[config.mk]
export PLATFORM = sky130hd
export DESIGN_NAME = rc4_key_search_scheduler
export DESIGN_NICKNAME = d
export VERILOG_FILES = /design/src/rtl/rc4_key_search_scheduler.sv
export SDC_FILE = /design/constraint.sdc
export NUM_CORES = 1
export LEC_CHECK = 0
export BUFFER_PORTS_ARGS = -buffer_cell sky130_fd_sc_hd__buf_2
export CAP_MARGIN = 20
export CORE_ASPECT_RATIO = 1.75
export CORE_MARGIN = 2
export CORE_UTILIZATION = 45
export DETAILED_ROUTE_END_ITERATION = 10
export GPL_TIMING_DRIVEN = 0
export PLACE_DENSITY = 0.71
export SKIP_CTS_REPAIR_TIMING = 1
export SLEW_MARGIN = 15
export SYNTH_ARGS = -nofsm -noshare
export SYNTH_HDL_FRONTEND = slang
export SYNTH_SLANG_ARGS = --single-unit
[constraint.sdc]
create_clock -name clk -period 7.4 [get_ports clk]
set_clock_uncertainty 0.15 [all_clocks]
set_input_delay 1.85 -clock clk [delete_from_list [all_inputs] [get_ports clk]]
set_output_delay 1.85 -clock clk [all_outputs]
set_load 0.03 [all_outputs]
[src/rtl/rc4_key_search_scheduler.sv]
// rc4_key_search_scheduler: hands candidate keys to idle RC4 cores, stops on first match or after KEY_LAST.
// Define RESULT_LED_EN to add the 10-bit LED status port.
module rc4_key_search_scheduler #(
    parameter int               NUM_CORES = 4,
    parameter int               KEY_W     = 24,
    parameter logic [KEY_W-1:0] KEY_LAST  = {KEY_W{1'b1}}
) (
    input  logic                       clk,
    input  logic                       reset,
    input  logic                       start,
    input  logic [NUM_CORES-1:0]       core_done,
    input  logic [NUM_CORES-1:0]       core_match,
    output logic [NUM_CORES-1:0]       core_start,
    output logic [NUM_CORES*KEY_W-1:0] core_key,
    output logic                       core_abort,
    output logic                       busy,
    output logic                       found,
    output logic                       exhausted,
    output logic [KEY_W-1:0]           found_key,
    output logic [KEY_W-1:0]           keys_tried
`ifdef RESULT_LED_EN
    ,
    output logic [9:0]                 LED
`endif
);
    localparam int CW = $clog2(NUM_CORES + 1);
    localparam int TW = KEY_W + 1;

    typedef enum logic [1:0] {IDLE, RUN, FOUND, FAIL} state_t;
    state_t state, state_nx;

    // one extra bit so KEY_LAST = all-ones still terminates
    logic [TW-1:0]        next_key, tried_sum;
    logic [NUM_CORES-1:0] busy_q, done_v, match_v, dispatch_oh;
    logic [KEY_W-1:0]     match_key;
    logic [CW-1:0]        n_done;
    logic                 any_match, keys_left, can_dispatch;

    always_comb begin
        done_v      = core_done & busy_q;
        match_v     = done_v & core_match;
        any_match   = |match_v;
        keys_left   = next_key <= {1'b0, KEY_LAST};
        dispatch_oh = '0;
        match_key   = '0;
        n_done      = '0;
        for (int i = NUM_CORES - 1; i >= 0; i--) begin
            if (!busy_q[i]) begin
                dispatch_oh    = '0;
                dispatch_oh[i] = 1'b1;
            end
            if (match_v[i]) match_key = core_key[i*KEY_W +: KEY_W];
            n_done = n_done + CW'(done_v[i]);
        end
        can_dispatch = state == RUN && !any_match && keys_left && !(&busy_q);
        tried_sum    = {1'b0, keys_tried} + TW'(n_done);
        state_nx     = state;
        if (state == RUN)
            state_nx = any_match ? FOUND :
                       (!keys_left && (busy_q & ~done_v) == '0) ? FAIL : RUN;
        else if (start)
            state_nx = RUN;
    end

    always_ff @(posedge clk or posedge reset) begin
        if (reset) begin
            state      <= IDLE;
            next_key   <= '0;
            busy_q     <= '0;
            core_start <= '0;
            core_key   <= '0;
            core_abort <= 1'b0;
            found      <= 1'b0;
            exhausted  <= 1'b0;
            found_key  <= '0;
            keys_tried <= '0;
        end else begin
            state      <= state_nx;
            core_start <= '0;
            core_abort <= 1'b0;
            if (state != RUN && start) begin
                found      <= 1'b0;
                exhausted  <= 1'b0;
                keys_tried <= '0;
                next_key   <= '0;
            end
            if (state == RUN) begin
                keys_tried <= tried_sum[KEY_W] ? '1 : tried_sum[KEY_W-1:0];
                busy_q     <= any_match ? '0 : (busy_q & ~done_v) | (can_dispatch ? dispatch_oh : '0);
                if (any_match) begin
                    found      <= 1'b1;
                    found_key  <= match_key;
                    core_abort <= 1'b1;
                end
                if (state_nx == FAIL) exhausted <= 1'b1;
                if (can_dispatch) begin
                    core_start <= dispatch_oh;
                    next_key   <= next_key + TW'(1);
                    for (int i = 0; i < NUM_CORES; i++)
                        if (dispatch_oh[i]) core_key[i*KEY_W +: KEY_W] <= next_key[KEY_W-1:0];
                end
            end
        end
    end

    assign busy = state == RUN;

`ifdef RESULT_LED_EN
    always_comb
        LED = state == FOUND ? 10'b11_1100_0000 :
              state == FAIL  ? 10'b00_0011_1111 :
              state == RUN   ? {busy_q, {(10 - NUM_CORES){1'b0}}} : 10'd0;
`endif
endmodule

======== Word level (Yosys, flattened, before mapping) ========
Index checks and enable logic that the tools add are counted.
operators by class
  add/sub/neg operators ................... 5
  $lt $le $gt $ge ......................... 1
  equality and inequality tests ........... 3
  multiplexer cells ....................... 29
  bitwise logic cells ..................... 5
  reduce and logical (&&, ||, !) cells .... 17
operators with widths
  operator                 count
  $mux W24                 7
  $mux W25                 3
  $mux W4                  7
  $add A24 B3 Y25          1
  $add A25 B1 Y25 const B  1
  $le A25 B24 Y1 const B   1
  $and A4 B4 Y4            3
  $reduce_and A3 Y1        4
  $mux W1                  8
  $mux W2                  4
  $logic_and A1 B1 Y1      5
  $logic_not A4 Y1         1
  $not A4 Y4               1
  $or A4 B4 Y4             1
  $reduce_and A4 Y1        1
  $reduce_or A4 Y1         1
  $add A2 B1 Y3            1
  $add A3 B1 Y3            1
  $logic_not A1 Y1         3
  $add A1 B1 Y2            1
  $eq A2 B1 Y1 const B     1
  $eq A2 B2 Y1 const B     1
  $ne A2 B1 Y1 const B     1
  $reduce_and A2 Y1        1
  $reduce_bool A2 Y1       1
word-level totals
  bits in registers ....................... 182
  output and inout port bits .............. 152

======== Logic depth before layout (Yosys ltp) ========
  depth after elaboration ................. 11
  mapped depth ............................ 15

======== Least setup slack after synthesis ========
No wires, ideal clock.
  kind .................................... in2reg
  start point ............................. input port core_done[2]
  end point ............................... register keys_tried[7]
  data arrival time ....................... 4.538 ns
  path slack .............................. 2.624 ns
  cell stages on the path ................. 14
  cell sequence ........................... nand2_1 -> fa_1 -> fa_1 -> inv_1 -> fa_1 -> and3_1 -> clkbuf_1 -> and3_1 -> clkbuf_1 -> nand2_1 -> or2_2 -> clkbuf_1 -> clkbuf_1 -> o211ai_1
between the ends
  longest elaborated chain between the ends .. 7
RTL lines
  what                  RTL line  source
  from (decl)           11        input logic [NUM_CORES-1:0] core_done,
  $and A4 B4 Y4         40        done_v = core_done & busy_q;
  $add A1 B1 Y2         53        n_done = n_done + CW'(done_v[i]);
  $add A2 B1 Y3         53
  $add A3 B1 Y3         53
  $add A24 B3 Y25       56        tried_sum = {1'b0, keys_tried} + TW'(n_done);
  $mux W24              88        keys_tried <= tried_sum[KEY_W] ? '1 : tried_sum[KEY_W-1:0];
  $mux W24              87        if (state == RUN) begin
  to (signal assigned)  88
  to (decl)             20        output logic [KEY_W-1:0] keys_tried
No other way between the ends.
A chain may end at the register's enable or synchronous reset.

======== Worst setup path after layout ========
  start point ............................. input port core_done[0]
  end point ............................... register keys_tried[19]
between the ends
  longest elaborated chain between the ends .. 5
RTL lines
  what             RTL line
  $and A4 B4 Y4    40
  $add A3 B1 Y3    53
  $add A24 B3 Y25  56
  $mux W24         88
  $mux W24         87
No other way between the ends.

==> key figures <==
Clock tree
  – Clk buf depth: 2
  – Total CTS buffers: 17
  – CTS root buffer: clkbuf_16
  – Clock Sink Count: 182
  – H-tree levels: 4
  – TritonCTS clock tree: built
  – Clk_lat worst skew: 0.44 ns
  – Clk slew on worst S/H paths: roughly 0.07 ns

Timing
  – Max-slew violation count: 0
  – Max_slew headroom: 44.6%
  – Number of setup violations in the final report: 0
  – Fin. Hold Viols: 0
  – Final setup margin: 2.28 ns
  – RSZ-0062 raised after global routing: false
  – Fmax: 195 MHz
  – Worst Max-Slew Pin Slew: 0.829 ns
  – Final worst-path cycle share: 69.2%
  – Min cycle time layout: approximately 5.1 ns

GRT
  – Initial antenna violation count: 0
  – Vias in the first global route: 6780
  – GR Layer Usage met1: 27.5%
  – Global-route wire length before repair: roughly 38000 um
  – GR peak layer: met2
  – Global route overflow: 0
  – Total GRT Usage: between 20% and 30%
  – Largest net degree at the start of global routing: 97
  – Met3 Use GR: 4.45%
  – Met2 usage: 45.5%

Final layout
  – Area Overhead vs Synth: 20.3%
  – Ant diodes: 0
  – Nets@finish: 960
  – Post-layout util: 55.0%
  – Share of cells above drive strength 1: a little under a third
  – Layout Cells excl Fill: 1195

Logic synthesis
  – Most used DFF post-synth: dfrtp_1
  – Post-synth ARST share: 100%
  – Yosys warnings: 0
  – Mapped Area: 8490 sq um
  – Mapped Nets: approximately 800
  – EDFF count, synth: 0
  – Mapped Avg Cell Area: between 10 and 15 sq um
  – Top-area cell type share of the netlist area: 53.6%
  – Most frequent cell after synthesis: dfrtp_1
  – #FFs+latches synth: 182
  – Yosys cell types: 57
  – Area leader, netlist: dfrtp_1
  – Top cells by area, synth: dfrtp_1 54%, mux2_2 10%, o21ai_0 5.1%
  – Commonest cells post-synth: 182 x dfrtp_1, 86 x o21ai_0, 77 x mux2_2, 75 x nand2_1, 42 x mux2i_1
  – Mapped Cells: 762
  – Register area share after synthesis: ~54%

Setup path
  – CP arrival: 5.25 ns
  – Worst path max stage delay: 0.51 ns
  – Most used cell, CP: clkbuf_1
  – Critical path endpoint category: flop
  – Crit Path Max Fanout: 10
  – WS Path Type: in2reg
  – Slowest stage cell on the critical path: fa_1
  – Worst Setup Start Kind: primary input
  – R2R Setup Slk: 3.29 ns
  – CP required: 7.53 ns
  – Critical-path cell list: buf_2 > nand2_1 > fa_1 > fa_1 > inv_1 > fa_1 > and3_1 > clkbuf_1 > and3_1 > clkbuf_1 > nand2_1 > or2_2 > clkbuf_1 > clkbuf_1 > o211ai_1

Placed design
  – # port buffers: between 150 and 200
  – Post-DP HPWL: 17000 um
  – Placed cells: 1163
  – Routability Congestion: about 0.87
  – Pre-CTS setup slack: between 1.5 and 2 ns

Floorplanning
  – # rows: 66
  – DIE HEIGHT: 186 um
  – Die Wd: 108 um
  – Core area: 18600 sq um
  – Starting Density: a little under half
  – Die ar.: 20000 sq um
  – # IOs: 163

Route
  – Final WL: 23900 um
  – Number of remaining DRC errors: 0
  – Via count: between 6000 and 7000
  – Initial DRC count: ~420
  – Vias per inst: 5.66
  – DRT Pass-1 Iters: 8
  – WL/cell: 20.0 um
  – Post-DRT Antenna Nets: 0

Power and ir drop
  – Cell Pwr Density: between 300 and 400 nW/um^2
  – Pleak: 5.15 nW
  – Max VDD drop: about 0.00017 V

Run
  – Max Cap Violations: 0

Run status
  – Outcome: complete, no violations

Hold path
  – Hold Crit Class: reg2reg
==> worst max-delay path: cells and delay by family <==
kind,cells,cell delay (ns)
buffers and inverters,6,1.35
adder cells (fa/ha/maj),3,1.11
AND/OR/NAND/NOR,5,0.76
AO/OA/AOI/OAI,1,0.18
==> per-stage QoR <==
step                power, mW  TNS, ns  instance area [sq um]  hold slack [ns]
floorplan                1.96        0                   8490            0.328
CTS                      3.22        0                  10200            0.331
global placement         2.30  -308.23                   9600            0.305
global route             3.36        0                  10200            0.353
finish                   3.20        0                  10200            0.326
detailed placement       2.32        0                   9630            0.315
==> final cells by class <==
cell class                 instances  area (sq um)
sequential                       182          4550
clock buffer                      19           443
inverter                          22          90.1
buffer                            50           229
tap                              238           298
clock inverter                    13           135
fill                            1715          8370
timing repair buffer             163           838
multi-input combinational        508          3620
==> metal layers <==
layer	vias up	share of wire [%]
li1	3112	-
met1	3386	37
met2	211	55
met3	50	4.0
met4	0	3.4
met5	-	0
==> path summary, 6_finish.rpt <==
check                         startpoint             end  depth (start not counted)
min reg2reg                found_key[15]   found_key[15]                          2
min                        found_key[15]   found_key[15]                          2
max                         core_done[0]  keys_tried[19]                         15
min in group asynchronous          reset   core_start[1]                          2
max reg2reg                    busy_q[0]  keys_tried[19]                         15
max in group asynchronous          reset    core_key[19]                          3
==> cell families (layout without fill, tap and decap cells) <==
| kind of cell | count (synthesis) | count (layout) | synth area share, % |
|---|---|---|---|
| flip-flops | 182 | 182 | 53.6 |
| multiplexers | 138 | 138 | 17.7 |
| buffers and inverters | 72 | 267 | 3.67 |
| AND/OR/NAND/NOR | 198 | 198 | 12.6 |
| XOR/XNOR | 2 | 2 | 0.206 |
| adder cells (fa/ha/maj) | 5 | 5 | 1.00 |
| AO/OA/AOI/OAI | 165 | 165 | 11.2 |
==> registers in the layout, summed over array words and instances (netlist names) <==
name,cells
core_key,96
next_key,25
found_key,24
keys_tried,24
busy_q,4
core_start,4
state,2
core_abort,1
exhausted,1
found,1
==> layout by cell type, fill, tap and decap left out, types with 3 or more instances in the layout <==
master and count:
o211ai_1 17, inv_6 7, clkbuf_16 17, dfrtp_1 182
nor2_1 24, and2_1 5, mux2_1 19, or2_2 4
and4_1 7, o311ai_0 6, o21ai_0 86, and3_1 11
nand2_1 75, nor3_1 12, inv_1 21, clkbuf_1 33
fa_1 3, mux2i_1 42, buf_2 173, a21oi_1 34
nand4_1 16, or4_1 4, a31oi_1 7, nand3_1 21
mux2_2 77, buf_4 3
==> power breakdown <==
group | leakage, nW | internal [mW] | switching, mW | total [mW]
sequential | 2.50 | 1.12 | 0.0984 | 1.22
combinational | 2.37 | 0.328 | 0.751 | 1.08
clock | 0.278 | 0.484 | 0.413 | 0.897
total | 5.15 | 1.93 | 1.26 | 3.20
Note: power is estimated with default switching activity, not from simulation.
